<file path="config.mk">
export PLATFORM = sky130hd
export DESIGN_NAME = ftdi_fifo_responder
export DESIGN_NICKNAME = d
export VERILOG_FILES = /design/src/rtl/ftdi_pkg.sv /design/src/rtl/byte_fifo.sv /design/src/rtl/ftdi_fifo_responder.sv
export SDC_FILE = /design/constraint.sdc
export NUM_CORES = 1
export LEC_CHECK = 0
export ABC_AREA = 0
export BUFFER_PORTS_ARGS = -buffer_cell sky130_fd_sc_hd__buf_2
export CORE_UTILIZATION = 55
export CTS_BUF_LIST = sky130_fd_sc_hd__clkbuf_4
export CTS_CLUSTER_DIAMETER = 100
export DETAILED_ROUTE_END_ITERATION = 10
export PLACE_DENSITY = 0.75
export REMOVE_ABC_BUFFERS = 1
export SYNTH_ARGS = -nofsm -noshare
export SYNTH_HDL_FRONTEND = slang
export SYNTH_SLANG_ARGS = --single-unit
</file>
<file path="constraint.sdc">
create_clock -name clock -period 7.59 [get_ports clock]
set_clock_uncertainty 0.05 [all_clocks]
set_input_delay 0.3795 -clock clock [delete_from_list [all_inputs] [get_ports clock]]
set_output_delay 0.3795 -clock clock [all_outputs]
set_load 0.005 [all_outputs]
</file>
<file path="src/rtl/ftdi_pkg.sv">
// Shared types and default timing constants for the FT245-style device-side responder.
package ftdi_pkg;

  localparam int DATA_W           = 8;
  localparam int PRE_CNT_W        = 8;
  localparam int RXF_INACTIVE_DEF = 2;
  localparam int TXE_INACTIVE_DEF = 2;

  typedef enum logic [1:0] {R_IDLE, R_ACTIVE, R_PRECHARGE} rd_state_t;
  typedef enum logic [1:0] {W_IDLE, W_ACTIVE, W_PRECHARGE} wr_state_t;

endpackage

</file>
<file path="src/rtl/byte_fifo.sv">
// Synchronous show-ahead byte FIFO; dout reads 0 while empty, push when full and pop when empty are ignored.
module byte_fifo
  import ftdi_pkg::*;
#(
  parameter int DEPTH = 16
) (
  input  logic                     clock,
  input  logic                     reset,
  input  logic                     push,
  input  logic                     pop,
  input  logic [DATA_W-1:0]        din,
  output logic [DATA_W-1:0]        dout,
  output logic                     empty,
  output logic                     full,
  output logic [$clog2(DEPTH):0]   count
);

  localparam int AW = $clog2(DEPTH);
  localparam logic [AW:0] FULL_CNT = (AW+1)'(DEPTH);

  logic [DATA_W-1:0] mem_q [DEPTH];
  logic [AW-1:0]     wr_ptr_q, wr_ptr_d;
  logic [AW-1:0]     rd_ptr_q, rd_ptr_d;
  logic [AW:0]       count_q, count_d;
  logic              push_ok, pop_ok;

  assign empty = (count_q == '0);
  assign full  = (count_q == FULL_CNT);
  assign count = count_q;
  assign dout  = empty ? '0 : mem_q[rd_ptr_q];

  always_comb begin
    push_ok  = push && !full;
    pop_ok   = pop && !empty;
    wr_ptr_d = push_ok ? wr_ptr_q + AW'(1) : wr_ptr_q;
    rd_ptr_d = pop_ok ? rd_ptr_q + AW'(1) : rd_ptr_q;
    count_d  = count_q;
    case ({push_ok, pop_ok})
      2'b10:   count_d = count_q + (AW+1)'(1);
      2'b01:   count_d = count_q - (AW+1)'(1);
      default: count_d = count_q;
    endcase
  end

  always_ff @(posedge clock) begin
    if (!reset) begin
      wr_ptr_q <= '0;
      rd_ptr_q <= '0;
      count_q  <= '0;
    end else begin
      wr_ptr_q <= wr_ptr_d;
      rd_ptr_q <= rd_ptr_d;
      count_q  <= count_d;
    end
  end

  // Storage carries data only; occupancy gating on dout hides stale entries.
  always_ff @(posedge clock) begin
    if (push_ok) begin
      mem_q[wr_ptr_q] <= din;
    end
  end

endmodule

</file>
<file path="src/rtl/ftdi_fifo_responder.sv">
// Device-side model of the FTDI asynchronous FIFO pins: drives RXF#/TXE#, answers RD#/WR#,
// and bridges the FPGA bus to a host-side producer queue and consumer queue.
module ftdi_fifo_responder
  import ftdi_pkg::*;
#(
  parameter int DEPTH        = 16,
  parameter int RXF_INACTIVE = RXF_INACTIVE_DEF,
  parameter int TXE_INACTIVE = TXE_INACTIVE_DEF
) (
  input  logic                   clock,
  input  logic                   reset,
  input  logic                   rd,
  input  logic                   wr,
  input  logic [7:0]             adbus_in,
  output logic                   rxf,
  output logic                   txe,
  output logic [7:0]             adbus_out,
  output logic                   adbus_oe,
  input  logic                   host_wr_valid,
  input  logic [7:0]             host_wr_data,
  output logic                   host_wr_ready,
  output logic                   host_rd_valid,
  output logic [7:0]             host_rd_data,
  input  logic                   host_rd_ack,
  output logic [$clog2(DEPTH):0] to_fpga_count,
  output logic [$clog2(DEPTH):0] from_fpga_count,
  output logic                   protocol_err
);

  rd_state_t             rd_state_q, rd_state_d;
  wr_state_t             wr_state_q, wr_state_d;
  logic                  rd_q, wr_q;
  logic                  rxf_q, rxf_d;
  logic                  txe_q, txe_d;
  logic                  err_q, err_d;
  logic [PRE_CNT_W-1:0]  rcnt_q, rcnt_d;
  logic [PRE_CNT_W-1:0]  wcnt_q, wcnt_d;
  logic [DATA_W-1:0]     cap_q, cap_d;
  logic                  rd_fall, rd_rise, wr_fall, wr_rise;
  logic                  to_pop, from_push;
  logic                  to_empty, to_full, from_empty, from_full;

  byte_fifo #(.DEPTH(DEPTH)) to_fpga_q (
    .clock (clock),
    .reset (reset),
    .push  (host_wr_valid),
    .pop   (to_pop),
    .din   (host_wr_data),
    .dout  (adbus_out),
    .empty (to_empty),
    .full  (to_full),
    .count (to_fpga_count)
  );

  byte_fifo #(.DEPTH(DEPTH)) from_fpga_q (
    .clock (clock),
    .reset (reset),
    .push  (from_push),
    .pop   (host_rd_ack),
    .din   (cap_q),
    .dout  (host_rd_data),
    .empty (from_empty),
    .full  (from_full),
    .count (from_fpga_count)
  );

  assign rd_fall       = !rd && rd_q;
  assign rd_rise       = rd && !rd_q;
  assign wr_fall       = !wr && wr_q;
  assign wr_rise       = wr && !wr_q;
  assign adbus_oe      = !rd;
  assign rxf           = rxf_q;
  assign txe           = txe_q;
  assign protocol_err  = err_q;
  assign host_wr_ready = !to_full;
  assign host_rd_valid = !from_empty;

  always_comb begin
    rd_state_d = rd_state_q;
    rxf_d      = rxf_q;
    rcnt_d     = rcnt_q;
    to_pop     = 1'b0;
    case (rd_state_q)
      R_IDLE: begin
        rxf_d = to_empty;
        if (rd_fall && !rxf_q) begin
          rd_state_d = R_ACTIVE;
          rxf_d      = 1'b1;
        end
      end
      R_ACTIVE: begin
        rxf_d = 1'b1;
        if (rd_rise) begin
          to_pop     = 1'b1;
          rd_state_d = R_PRECHARGE;
          rcnt_d     = PRE_CNT_W'(RXF_INACTIVE);
        end
      end
      R_PRECHARGE: begin
        rxf_d = 1'b1;
        if (rcnt_q <= PRE_CNT_W'(1)) begin
          rcnt_d     = '0;
          rd_state_d = R_IDLE;
        end else begin
          rcnt_d = rcnt_q - PRE_CNT_W'(1);
        end
      end
      default: rd_state_d = R_IDLE;
    endcase
  end

  always_comb begin
    wr_state_d = wr_state_q;
    txe_d      = txe_q;
    wcnt_d     = wcnt_q;
    from_push  = 1'b0;
    cap_d      = wr ? cap_q : adbus_in;
    case (wr_state_q)
      W_IDLE: begin
        txe_d = from_full;
        if (wr_fall && !txe_q) begin
          wr_state_d = W_ACTIVE;
          txe_d      = 1'b1;
        end
      end
      W_ACTIVE: begin
        txe_d = 1'b1;
        if (wr_rise) begin
          from_push  = 1'b1;
          wr_state_d = W_PRECHARGE;
          wcnt_d     = PRE_CNT_W'(TXE_INACTIVE);
        end
      end
      W_PRECHARGE: begin
        txe_d = 1'b1;
        if (wcnt_q <= PRE_CNT_W'(1)) begin
          wcnt_d     = '0;
          wr_state_d = W_IDLE;
        end else begin
          wcnt_d = wcnt_q - PRE_CNT_W'(1);
        end
      end
      default: wr_state_d = W_IDLE;
    endcase
  end

  // A strobe falling while its status line is high, or both strobes low together, latches the error.
  always_comb begin
    err_d = err_q | (rd_fall && rxf_q) | (wr_fall && txe_q) | (!rd && !wr);
  end

  always_ff @(posedge clock) begin
    if (!reset) begin
      rd_q       <= 1'b1;
      wr_q       <= 1'b1;
      rd_state_q <= R_IDLE;
      wr_state_q <= W_IDLE;
      rxf_q      <= 1'b1;
      txe_q      <= 1'b1;
      err_q      <= 1'b0;
      rcnt_q     <= '0;
      wcnt_q     <= '0;
    end else begin
      rd_q       <= rd;
      wr_q       <= wr;
      rd_state_q <= rd_state_d;
      wr_state_q <= wr_state_d;
      rxf_q      <= rxf_d;
      txe_q      <= txe_d;
      err_q      <= err_d;
      rcnt_q     <= rcnt_d;
      wcnt_q     <= wcnt_d;
    end
  end

  always_ff @(posedge clock) begin
    cap_q <= cap_d;
  end

endmodule

</file>
== Word-level counts from Yosys, hierarchy flattened ==
Memory sizes are Yosys's and may differ from the RTL's. A register that Yosys moved wholly into a read port is not among the register bits.
Index checks and enable logic that the tools add are counted.
Storage, ports and cells
  logic and storage cells: 122
  output and inout bits: 32
  memories: 2
  input bits: 22
  bits in writable memories: 256
  register bits after elaboration: 59
Memories
  from_fpga_q.mem_q: words 16, bits a word 8, rd ports 1, clocked after memory_dff 1, write ports 1, RTL line byte_fifo.sv:21  | logic [DATA_W-1:0] mem_q [DEPTH];
  to_fpga_q.mem_q: words 16, bits a word 8, rd ports 1, clocked after memory_dff 1, write ports 1, RTL line byte_fifo.sv:21
Cells by class
  bitwise logic cells: 3
  order comparisons: 2
  equal/unequal tests: 16
  add/sub/neg operators: 10
  multiplexer cells: 34
  reduce and logical (&&, ||, !) cells: 39
Operator list (count)
  2-to-1 mux 8 bit: 6
  one-hot mux 8 bit (2 select lines): 2
  one-hot mux 5 bit (2 select lines): 2
  adder 4 x 1 -> 4 bit, second input constant: 4
  <= comparator 8 x 1 -> 1 bit, second input constant: 2
  2-to-1 mux 4 bit: 4
  subtractor 8 x 1 -> 8 bit, second input constant: 2
  logical AND 1 bit: 13
  2-to-1 mux 2 bit: 6
  != test 2 bit, second input constant: 6
  one-hot mux 2 bit (3 select lines): 2
  nonzero test 2 bit: 6
  adder 5 x 1 -> 5 bit, second input constant: 2
  equality test 5 bit, second input constant: 2
  logical NOT 1 bit: 10
  logical NOT 5 bit: 2
  2-to-1 mux 1 bit: 10
  subtractor 5 x 1 -> 5 bit, second input constant: 2
  equality test 2 x 1 -> 1 bit, second input constant: 4
  equality test 2 bit, second input constant: 4
  AND reduction 3 bit: 2
  logical NOT 2 bit: 2
  one-hot mux 1 bit (2 select lines): 2
  AND reduction 2 bit: 2
  other kinds (2): 5

== Longest topological paths before layout ==
  depth after elaboration: 7
  gate-level depth with buffers: 13
  depth with buffers taken out: 12

== Hierarchy ==
A second synthesis with hierarchy kept.
Second synthesis, totals
  cell total of the unflattened synthesis: 828
  area total of the unflattened synthesis: 13489.2 um2
By module, submodules not included
  byte_fifo at to_fpga_q: area an instance 5919.4 um2, cells an instance 328, seq. area each 4184.0 um2, instances 1
  byte_fifo at from_fpga_q: area an instance 5916.9 um2, cells an instance 330, seq. area each 4184.0 um2, instances 1
  ftdi_fifo_responder: area an instance 1652.8 um2, cells an instance 170, seq. area each 740.7 um2, instances 1

== Worst setup path before layout ==
OpenSTA, ideal clock, no wires.
  kind: register -> register
  start: register from_fpga_q.count_q[1], in the netlist from_fpga_q.count[1]
  end: register from_fpga_q.count_q[2], in the netlist from_fpga_q.count[2]
  library setup time: 71 ps
  required time: 7469 ps
  stages on the path, launching flop included: 12
  path buffers: 2
  period minus slack after synthesis: 2861 ps
  path slack: 4729 ps
  arrival: 2740 ps
  path through: dfxtp_1 > clkbuf_1 > nor4_1 > a21boi_1 > ha_1 > clkbuf_1 > xor2_1 > ha_1 > a31oi_1 > xor2_1 > or3_1 > a21oi_1
Between the ends
  word-level cells in the longest chain between the ends: 5
  elaborated cells between the ends (all ways): 12
  classes of those cells: add/sub (2); eq/ne (3); mux (1); reduce/logical (6)
Ends and longest elaborated chain
  from (decl): RTL line byte_fifo.sv:24  | logic [AW:0] count_q, count_d;
  from (signal assigned): RTL line byte_fifo.sv:53  | count_q <= count_d;
  logical NOT 5 bit (*): RTL line byte_fifo.sv:27  | assign empty = (count_q == '0);
  logical NOT 1 bit (*): RTL line byte_fifo.sv:34  | pop_ok = pop && !empty;
  logical AND 1 bit (*): RTL line byte_fifo.sv:34
  net from_fpga_q.pop_ok: RTL line byte_fifo.sv:25  | logic push_ok, pop_ok;
  equality test 2 x 1 -> 1 bit / equality test 2 bit (equally long branches): RTL line byte_fifo.sv:38  | case ({push_ok, pop_ok})
  one-hot mux 5 bit (2 select lines) / nonzero test 2 bit (equally long branches)
The timed path passes the listed nets; every way through them passes the cells marked *.
A chain may end at the register's enable or synchronous reset.

==> key figures <==
Placement
  – Placed insts: 1,120
  – Port Buf Inserts: 53
  – Routability Congestion: 0.865
  – Final HPWL DP: 15.9 mm
  – DP Worst Slack: 4440 ps

Finish
  – Layout cells sized above 1: 29.5%
  – Fin cells: 1,282
  – Area growth from synthesis to layout: 13.6%
  – NumNets Final: 954

Drt
  – Via/cell ratio: 5.64
  – Wirelength, routed: 24.7 mm
  – Final ANT Viol Nets: 0
  – DRC viols: 0
  – Vias: 7,231
  – Starting DRT DRC Count: 658
  – Drt pass-1 iters: 5
  – Wire length per cell: 19.2 um

Synthesis
  – Area leader, netlist: edfxtp_1
  – Simple-gate share of the synthesized area: 6.92%
  – Xor-xnor portion of the synthesized cell area: 2.26%
  – Synth Flop Type: edfxtp_1
  – EDFF count, synth: 264
  – Yosys reg bits: 323
  – Yosys cell types: 55
  – Ys Warns: 0
  – Multiplexer area fraction after synthesis: 14.3%
  – Syn Area/Cell: 17.1 sq um
  – Cells taking the most area after synthesis: edfxtp_1, mux4_2, dfxtp_1
  – Compound-gate portion of the synthesized area: 2.63%
  – FFs w/ async S/R, synth: 0%
  – Top cell type's share of synthesized area: 60.2%
  – Cell Area, Synth: 0.0132 sq mm
  – Syn Inst Count: 772
  – Sequential share of the synthesized area: 69.2%
  – Post-synthesis adder-cell area fraction: 2.76%
  – Largest family of logic cells by synthesized area: multiplexers

STA
  – Max-slew violations: 0
  – Normalized max-slew margin: 20.3%
  – Slew @ Worst Pin: 1190 ps
  – RSZ-0062 raised after global routing: no
  – Crit path time final: 3350 ps
  – # setup viols final: 0
  – Setup total negative slack: 0 ps
  – Fin worst setup slack: 4240 ps
  – Final period util: 44.1%
  – Hold slack: 75.2 ps
  – Final hold vios: 0
  – Max Fclk: 299 MHz

Floorplanning
  – Die area: 0.0246 sq mm
  – Die Y-Extent: 157 um
  – Site Rows: 56
  – Core region area: 0.0235 sq mm
  – Ports: 54
  – Initial core utilization: 56.1%
  – Overall die width: 157 um

Outcome
  – Status: completed

Clock tree
  – H-tree Lvls: 3
  – CTS tree: built
  – Clock root cell: clkbuf_4
  – Hold bufs inserted after CTS: 18
  – Postcts setup bufs: 0
  – CTS Sinks: 323
  – Clk_lat worst skew: 680 ps
  – Clock transition at the registers of the reported paths: 60 ps
  – CTS max path bufs: 3
  – CTS Buf Count: 82
  – Resize count post-CTS: 0

Pwr
  – Max VDD drop: 0.169 mV
  – Tot Pwr: 3.78 mW
  – P_leak: 5.11 nW
  – Power Dens Cells: 253 mW/mm^2

Global route
  – First-pass GRT wire length: 39.2 mm
  – Antenna violations before repair: 1
  – Vias in the first global route: 7,554
  – Largest net degree at the start of global routing: 39
  – Overflow after GRT: 0
  – GRT Overall Usage: 21.4%

Worst setup path
  – Req. time, crit path: 7160 ps
  – CP cell instances: buf_4 -> mux4_2 -> mux4_2 -> nor2b_1 -> buf_2
  – Cell mode on critical path: mux4_2
  – Crit path max fanout: 32
  – CP max-delay cell: mux4_2
  – Crit Path Category: reg -> out
  – Worst setup SP type: flop
  – Critical path arrival: 2920 ps
  – Worst path max stage delay: 620 ps
  – CP endpoint kind: output pin

Hold path
  – HP Class: in -> reg

Flow run
  – Max-Cap Viols: 0
## final timing paths
| kind | slack (ps) | end | start | cells past startpoint |
|---|---|---|---|---|
| worst max-delay path | 4240 | adbus_out[0] | flop | 5 |
| worst min-delay path | 80 | to_fpga_q.mem_q[8][2] | host_wr_data[2] | 1 |
| worst max register to register | 4380 | from_fpga_q.count[4] | from_fpga_q.count[1] | 9 |
| worst min register to register | 440 | protocol_err | protocol_err | 2 |
## cells by family after synthesis
family	Yosys count
compound gates	50
xor+xnor	34
fa+ha+maj	29
buf+inv	58
flops	323
mux	88
simple gates	190
## Yosys cell counts, types with 9 or more instances
cell / number
nand2b_1: 9
nor2b_1: 11
ha_1: 29
inv_1: 24
clkbuf_1: 14
o21ai_0: 9
mux4_2: 80
buf_1: 10
nor2_1: 82
nor3_1: 13
nand2_1: 34
xnor2_1: 13
xor2_1: 21
dfxtp_1: 59
edfxtp_1: 264
a21oi_1: 14
## registers in the layout, indices dropped and copies added, names as in the netlist, named ones only
register,cells
wcnt_q,8
cap_q,8
rxf,1
from_fpga_q.mem_q,128
rd_q,1
from_fpga_q.wr_ptr_q,4
from_fpga_q.rd_ptr_q,4
wr_state_q,2
txe,1
to_fpga_q.wr_ptr_q,4
protocol_err,1
wr_q,1
to_fpga_q.count,5
to_fpga_q.rd_ptr_q,4
rd_state_q,2
to_fpga_q.mem_q,128
from_fpga_q.count,5
rcnt_q,8
## per-layer routing
metal / track usage (%) / share of wire, % / vias to the layer above
met1: 25.7 / 40 / 3638
met3: 4.87 / 5.9 / 43
met2: 37.0 / 52 / 252
li1: - / - / 3298
met5: 0 / 0 / -
met4: 9.24 / 2.0 / 0
## layout make-up
class                           count  area (sq um)
Clock buffer                      120           901
Tap cell                          319           399
Antenna cell                        1          2.50
Sequential cell                   323          9110
Fill cell                        1627          8520
Timing Repair Buffer               81           520
Inverter                           24          90.1
Multi-Input combinational cell    391          3800
Clock inverter                     23           126
## worst max-delay path, delay by kind of cell, from the launching register on
| kind | cells | cell delay [ps] |
|---|---|---|
| muxes | 2 | 1100 |
| DFF | 1 | 310 |
| and+or+nand+nor | 1 | 160 |
| buffers and inverters | 2 | 690 |
## power by group
group | switching, mW | leakage (nW) | internal (mW)
Sequential | 0.0586 | 2.87 | 1.97
Clock | 0.656 | 0.612 | 0.759
Combinational | 0.184 | 1.63 | 0.150
Total | 0.898 | 5.11 | 2.88
## through the flow
step	util, %	cell area (sq um)
finish	63.7	15000
global route	63.7	15000
CTS	63.7	15000
detailed placement	58.6	13700
global placement	58.6	13700
floorplan	-	13000
## cells in the final DEF, fill, tap and decap left out, types with 4 or more instances in the layout
cell / n
inv_1: 24
edfxtp_1: 264
clkinv_1: 16
o21ai_0: 9
dfxtp_1: 55
buf_2: 53
clkbuf_4: 120
nor2_1: 82
mux4_2: 80
nor3_1: 13
nand2b_1: 9
dlygate4sd3_1: 18
xor2_1: 21
xnor2_1: 13
nor2b_1: 11
ha_1: 29
buf_4: 10
nor4_1: 6
nand3_1: 5
mux2i_1: 8
dfxtp_2: 4
and2_1: 8
nand4_1: 4
nand2_1: 34
a21oi_1: 14
(Power assumes the default switching activity.)
